==> config.mk <==
export PLATFORM = sky130hd
export DESIGN_NAME = pc_sequencer_flat
export DESIGN_NICKNAME = d
export VERILOG_FILES = /design/src/rtl/pc_sequencer_if.sv /design/src/rtl/pc_sequencer.sv /design/src/flat_wrapper.sv
export SDC_FILE = /design/constraint.sdc
export NUM_CORES = 1
export LEC_CHECK = 0
export CAP_MARGIN = 0
export CORE_MARGIN = 2
export CORE_UTILIZATION = 40
export DETAILED_ROUTE_END_ITERATION = 16
export GPL_ROUTABILITY_DRIVEN = 0
export HOLD_SLACK_MARGIN = 0.03
export PLACE_DENSITY_LB_ADDON = 0.05
export SKIP_LAST_GASP = 1
export SYNTH_ARGS = -nofsm -noshare
export SYNTH_HDL_FRONTEND = slang
export SYNTH_SLANG_ARGS = --single-unit
==> constraint.sdc <==
create_clock -name i_clock -period 2 [get_ports i_clock]
set_input_delay 0.3 -clock i_clock [delete_from_list [all_inputs] [get_ports i_clock]]
set_output_delay 0.3 -clock i_clock [all_outputs]
set_load 0.05 [all_outputs]
==> src/rtl/pc_sequencer_if.sv <==
// -----------------------------------------------------------------------------
// pc_sequencer_if
// Fetch-side bus between the PC sequencer and the instruction-fetch consumer
// and redirect sources.
//
// Signals:
//   fetch_ready    consumer accepts the current PC offer
//   redirect_valid single-cycle branch/jump redirect request
//   redirect_pc    redirect target (low two bits dropped by the sequencer)
//   halt_req       level request to stop fetching
//   trap_valid     single-cycle trap request (only with PC_TRAP_EN defined)
//   pc_out         current fetch address (registered)
//   fetch_valid    pc_out is a valid fetch offer (registered)
//   misalign_err   one-cycle pulse: redirect target had nonzero bits [1:0]
//   halted         high while the sequencer is in HALT
//
// Modports: master = sequencer side, slave = consumer / redirect source side.
// Optional feature macro: PC_TRAP_EN.
// -----------------------------------------------------------------------------
interface pc_sequencer_if #(
    parameter int unsigned XLEN = 32
);
    logic            fetch_ready;
    logic            redirect_valid;
    logic [XLEN-1:0] redirect_pc;
    logic            halt_req;
`ifdef PC_TRAP_EN
    logic            trap_valid;
`endif
    logic [XLEN-1:0] pc_out;
    logic            fetch_valid;
    logic            misalign_err;
    logic            halted;

    modport master (
        input  fetch_ready,
        input  redirect_valid,
        input  redirect_pc,
        input  halt_req,
`ifdef PC_TRAP_EN
        input  trap_valid,
`endif
        output pc_out,
        output fetch_valid,
        output misalign_err,
        output halted
    );

    modport slave (
        output fetch_ready,
        output redirect_valid,
        output redirect_pc,
        output halt_req,
`ifdef PC_TRAP_EN
        output trap_valid,
`endif
        input  pc_out,
        input  fetch_valid,
        input  misalign_err,
        input  halted
    );
endinterface

==> src/rtl/pc_sequencer.sv <==
// -----------------------------------------------------------------------------
// pc_sequencer
// Generates the instruction fetch address stream. A three-state FSM
// (BOOT -> RUN <-> HALT) gates the fetch offer; the PC advances by INC on an
// accepted offer, jumps on redirect (word aligned) and, when enabled, on trap.
// Every output is a register or a decode of the state register, so each input
// acts on the outputs exactly one cycle after it is sampled.
//
// Ports:
//   i_clock  single clock, rising edge
//   i_reset  synchronous, active-high reset
//   bus      pc_sequencer_if.master (fetch handshake, redirect, halt, status)
//
// Optional feature macro: PC_TRAP_EN (adds trap_valid and the TRAP_VECTOR jump).
// -----------------------------------------------------------------------------
module pc_sequencer #(
    parameter int unsigned       XLEN         = 32,
    parameter logic [XLEN-1:0]   RESET_VECTOR = '0,
    parameter int unsigned       INC          = 4,
    parameter logic [XLEN-1:0]   TRAP_VECTOR  = XLEN'(32'h0000_0100)
) (
    input  logic            i_clock,
    input  logic            i_reset,
    pc_sequencer_if.master  bus
);

    typedef enum logic [1:0] {
        S_BOOT = 2'd0,
        S_RUN  = 2'd1,
        S_HALT = 2'd2
    } state_t;

    state_t          r_state;
    state_t          w_state_nxt;
    logic [XLEN-1:0] r_pc;
    logic [XLEN-1:0] w_pc_nxt;
    logic            r_misalign;
    logic            w_misalign_nxt;
    logic            w_fetch_valid;
    logic            w_halted;
    logic            w_trap;
    logic            w_accept;

    function automatic logic [XLEN-1:0] align_pc(input logic [XLEN-1:0] pc);
        return {pc[XLEN-1:2], 2'b00};
    endfunction

`ifdef PC_TRAP_EN
    assign w_trap = bus.trap_valid;
`else
    assign w_trap = 1'b0;
    logic w_unused_trap_vector;
    assign w_unused_trap_vector = ^TRAP_VECTOR;
`endif

    // State register
    always_ff @(posedge i_clock) begin
        if (i_reset) begin
            r_state <= S_BOOT;
        end else begin
            r_state <= w_state_nxt;
        end
    end

    // Next-state logic; a trap pulls the FSM out of HALT (or BOOT) into RUN
    always_comb begin
        w_state_nxt = r_state;
        if (w_trap) begin
            w_state_nxt = S_RUN;
        end else begin
            case (r_state)
                S_BOOT:         w_state_nxt = S_RUN;
                S_RUN, S_HALT:  w_state_nxt = bus.halt_req ? S_HALT : S_RUN;
                default:        w_state_nxt = S_BOOT;
            endcase
        end
    end

    // Moore outputs decoded from the state register
    always_comb begin
        w_fetch_valid = 1'b0;
        w_halted      = 1'b0;
        case (r_state)
            S_RUN:   w_fetch_valid = 1'b1;
            S_HALT:  w_halted      = 1'b1;
            default: ;
        endcase
    end

    // A halt request outranks acceptance, so the offered PC is not consumed
    // in the cycle the halt is sampled.
    assign w_accept = w_fetch_valid & bus.fetch_ready & ~bus.halt_req;

    always_comb begin
        w_pc_nxt       = r_pc;
        w_misalign_nxt = 1'b0;
        if (w_trap) begin
            w_pc_nxt = TRAP_VECTOR;
        end else if (bus.redirect_valid) begin
            w_pc_nxt       = align_pc(bus.redirect_pc);
            w_misalign_nxt = |bus.redirect_pc[1:0];
        end else if (w_accept) begin
            w_pc_nxt = r_pc + XLEN'(INC);
        end
    end

    // PC and misalignment flag registers
    always_ff @(posedge i_clock) begin
        if (i_reset) begin
            r_pc       <= RESET_VECTOR;
            r_misalign <= 1'b0;
        end else begin
            r_pc       <= w_pc_nxt;
            r_misalign <= w_misalign_nxt;
        end
    end

    assign bus.pc_out       = r_pc;
    assign bus.fetch_valid  = w_fetch_valid;
    assign bus.misalign_err = r_misalign;
    assign bus.halted       = w_halted;

endmodule

==> src/flat_wrapper.sv <==
// flat-port wrapper written by rule: the top's interface ports become plain ports
module pc_sequencer_flat 
#(
    parameter int unsigned       XLEN         = 32,
    parameter logic [XLEN-1:0]   RESET_VECTOR = '0,
    parameter int unsigned       INC          = 4,
    parameter logic [XLEN-1:0]   TRAP_VECTOR  = XLEN'(32'h0000_0100)
)
  (i_clock, i_reset, bus_fetch_ready, bus_redirect_valid, bus_redirect_pc, bus_halt_req, bus_pc_out, bus_fetch_valid, bus_misalign_err, bus_halted);
  pc_sequencer_if #(.XLEN(XLEN)) bus_i ();
  input  logic i_clock;
  input  logic i_reset;
  input wire logic [$bits(bus_i.fetch_ready)-1:0] bus_fetch_ready;
  input wire logic [$bits(bus_i.redirect_valid)-1:0] bus_redirect_valid;
  input wire logic [$bits(bus_i.redirect_pc)-1:0] bus_redirect_pc;
  input wire logic [$bits(bus_i.halt_req)-1:0] bus_halt_req;
  output wire logic [$bits(bus_i.pc_out)-1:0] bus_pc_out;
  output wire logic [$bits(bus_i.fetch_valid)-1:0] bus_fetch_valid;
  output wire logic [$bits(bus_i.misalign_err)-1:0] bus_misalign_err;
  output wire logic [$bits(bus_i.halted)-1:0] bus_halted;
  assign bus_i.fetch_ready = bus_fetch_ready;
  assign bus_i.redirect_valid = bus_redirect_valid;
  assign bus_i.redirect_pc = bus_redirect_pc;
  assign bus_i.halt_req = bus_halt_req;
  assign bus_pc_out = bus_i.pc_out;
  assign bus_fetch_valid = bus_i.fetch_valid;
  assign bus_misalign_err = bus_i.misalign_err;
  assign bus_halted = bus_i.halted;
  pc_sequencer #(.XLEN(XLEN), .RESET_VECTOR(RESET_VECTOR), .INC(INC), .TRAP_VECTOR(TRAP_VECTOR)) u_core (.i_clock(i_clock), .i_reset(i_reset), .bus(bus_i));
endmodule
==> flow_summary.yaml, run 1 <==
detailed_routing:
  num_vias: 2210
  drtAntennaViolNets: 0
  wl_met3_um: 293
  drt_pass1_iterations: 4
  wl_met2_um: 2680
  first_iter_violations: 168
  drc: 0
  vias_per_cell: 5.58
  wl_per_cell_um: 14.9
  met1_length_um: 2870
  wl_um: 5910
  routed.top_layer: "met4"
timing:
  timing.hold.ws_ns: 0.516
  fmax_mhz: 520
  hold_viol: 0
  worst_slew_pin_slew_ns: 0.506
  setup_viol: 0
  min_period_ns: 1.92
  finalCritPeriodShare: 0.961
  skew_ns: 0.00570
  drv_slew: 0
  maxSlewHeadroom: 0.661
pwr:
  leakage_nw: 1.08
  p_per_area_nw_per_um2: 582
  ir_worst_vdd_mv: 0.503
worst_setup_path:
  cp_num_cells: 1
  required_ns: 1.70
  cp_max_fo: 8
  setup.worst_path.class: "reg2out"
  crit_arrival_ns: 1.62
  cp.buffers_inverters: 1
  end_kind: "primary output"
  slowest_delay_ns: 0.86
  cp_top_family: "buffers and inverters"
  reg2reg_depth: 4
  r2r-start: "u_core.bus.pc_out[18]"
  path_cells: "clkdlybuf4s50_1"
  r2r-end: "u_core.bus.pc_out[23]"
  cp_slowest_cell: "clkdlybuf4s50_1"
  startpoint_type: "register"
  r2r_slack_ns: 0.11
synth:
  syn_avg_cell_area_um2: 8.26
  synth_top_flop_cell: "dfxtp_1"
  synth-edff-count: 0
  yosys_warnings: 0
  yosysUniqueCellTypes: 45
  synth_seq_area_share: 0.333
  syn_inst: 240
  syn_area_um2: 1980
  async_flop_share: 0
  synth-seq-cells: 33
cts:
  cts_sinks: 33
  cts-root-buf: "clkbuf_8"
  tritoncts: "built"
  h-tree-depth: 2
  clock_path_buffers: 2
  clk_pin_slew_worst_paths_ns: 0.07
  cts_buffers: 5
  hold_buffers: 0
  insertion_delay_ns: 0.29
grt:
  antenna_found_initial: 0
  grt_max_degree: 40
  overflow: 0
  grtUsageTotal: 0.217
  grt_pass1_wl_um: 9270
  grt_pass1_vias: 1948
cells_and_area:
  diodes: 0
  nets: 370
  final_cell_mix: "clkdlybuf4s50_1, buf_4, nor2_1"
  syn_to_final_growth_pct: 55.3
  layout_commonest_cell: "clkdlybuf4s50_1"
  layout-drive-gt1-share: 0.213
  utilization: 0.647
min_path:
  min-delay-start: "u_core.bus.pc_out[3]"
  min_path_type: "reg2reg"
  holdPathEnd: "u_core.bus.pc_out[3]"
  min_path_cells: 2
place:
  place.port_buffers: 69
  hpwl_um: 4220
run_status:
  outcome: "finished clean"
floorplanning:
  die_area_um2: 5530
  start_util: 0.417
  die_w_um: 74.4
  ios: 72
  core-area_um2: 4750
  die-height_um: 74.4
  rows: 25
job:
  maxCapViolCount: 0
report_power, final:
group	internal [W]	switching [W]	total [W]
Clock	0.000247	0.000248	0.000496
Sequential	0.000711	0.0000680	0.000779
Combinational	0.000219	0.000297	0.000517
Total	0.00118	0.000614	0.00179
cell type report:
cell class	count	area, um^2
repair buffers	96	901
inverters	8	30.0
flip-flops and latches	33	697
fillers	436	1680
multi-input cells	184	1290
clock buffers	8	80.1
well taps	67	83.8
tightest hold or removal path: cells and delay by family (launching register included):
kind	cells	cell delay (ns)
compound gates	1	0.08
flops	1	0.34
simple gates	1	0.06
cells in the mapped netlist, types with 2 or more instances:
library cell   n  share of area
dfxtp_1       33           0.33
nor2_1        27          0.051
a311oi_1      15          0.066
nand2_1       13          0.025
clkbuf_1      11          0.021
a211oi_1      10          0.038
nand3_1        9          0.023
inv_1          8          0.015
nand4_1        8          0.025
and3_1         7          0.022
and4_1         6          0.027
nor3_1         6          0.015
nor4_1         6          0.019
o31ai_1        6          0.023
or3_1          6          0.019
or4_1          6          0.023
ha_1           5          0.032
o21ai_0        5          0.013
xor2_1         5          0.022
a2111oi_0      4          0.018
nand3b_1       4          0.015
nor2b_1        4          0.013
xnor2_1        4          0.018
a221o_1        3          0.015
and2_1         3         0.0095
nor3b_1        3          0.011
a41oi_1        2         0.0088
buf_1          2         0.0038
buf_4          2         0.0076
nand4b_1       2         0.0088
worst max-delay path by stage:
stage                                     start               endpoint
after global routing      u_core.bus.pc_out[24]         bus_pc_out[24]
after detailed placement           bus_halt_req  u_core.bus.pc_out[31]
after CTS                     u_core.r_state[1]  u_core.bus.pc_out[31]
after global placement             bus_halt_req  u_core.bus.pc_out[31]
final                     u_core.bus.pc_out[24]         bus_pc_out[24]
after floorplan               u_core.r_state[1]  u_core.bus.pc_out[24]
logic make-up after synthesis:
logic type                 count (synthesis)  synth area share
and+or+nand+nor                          115             0.331
AOI/OAI and AO/OA                         53             0.212
DFF                                       33             0.333
buffers and inverters                     24            0.0499
xor gates and xnor gates                   9            0.0398
adders and majority gates                  5            0.0316
other                                      1           0.00189
sequential cells by signal (all words and copies together) (netlist names):
signal,cells
u_core.bus.misalign_err,1
u_core.bus.pc_out,30
u_core.r_state,2
timing repair:
item | CTS | global route
setup buffers | 0 | 1
endpoints found under the setup margin | 0 | 13
gates resized for setup | 0 | 12
stage by stage:
step	setup WS (ns)	std cells	total power, W	setup TNS [ns]	area [um^2]
5_1_grt	-0.00660	396	0.00187	-0.00660	3080
3_5_place_dp	-0.211	387	0.00130	-2.31	2950
4_1_cts	0.0338	395	0.00179	0	3030
3_3_place_gp	-0.146	387	0.00130	-1.33	2950
2_1_floorplan	-0.0351	241	0.00109	-0.0351	2040
6_report	0.0773	396	0.00179	0	3080
per-layer routing:
metal,global-route usage,vias to the layer above
li1,-,1109
met1,0.307,1032
met3,0.0407,7
met4,0.0655,0
met2,0.336,62
met5,0,-
(Power assumes the default switching activity.)
==> run 2, diff against run 1 <==
Settings changed: CAP_MARGIN 0 to 5.
==> results of run 2 <==
The final DEF is identical to that of run 1; final timing and power are the same.
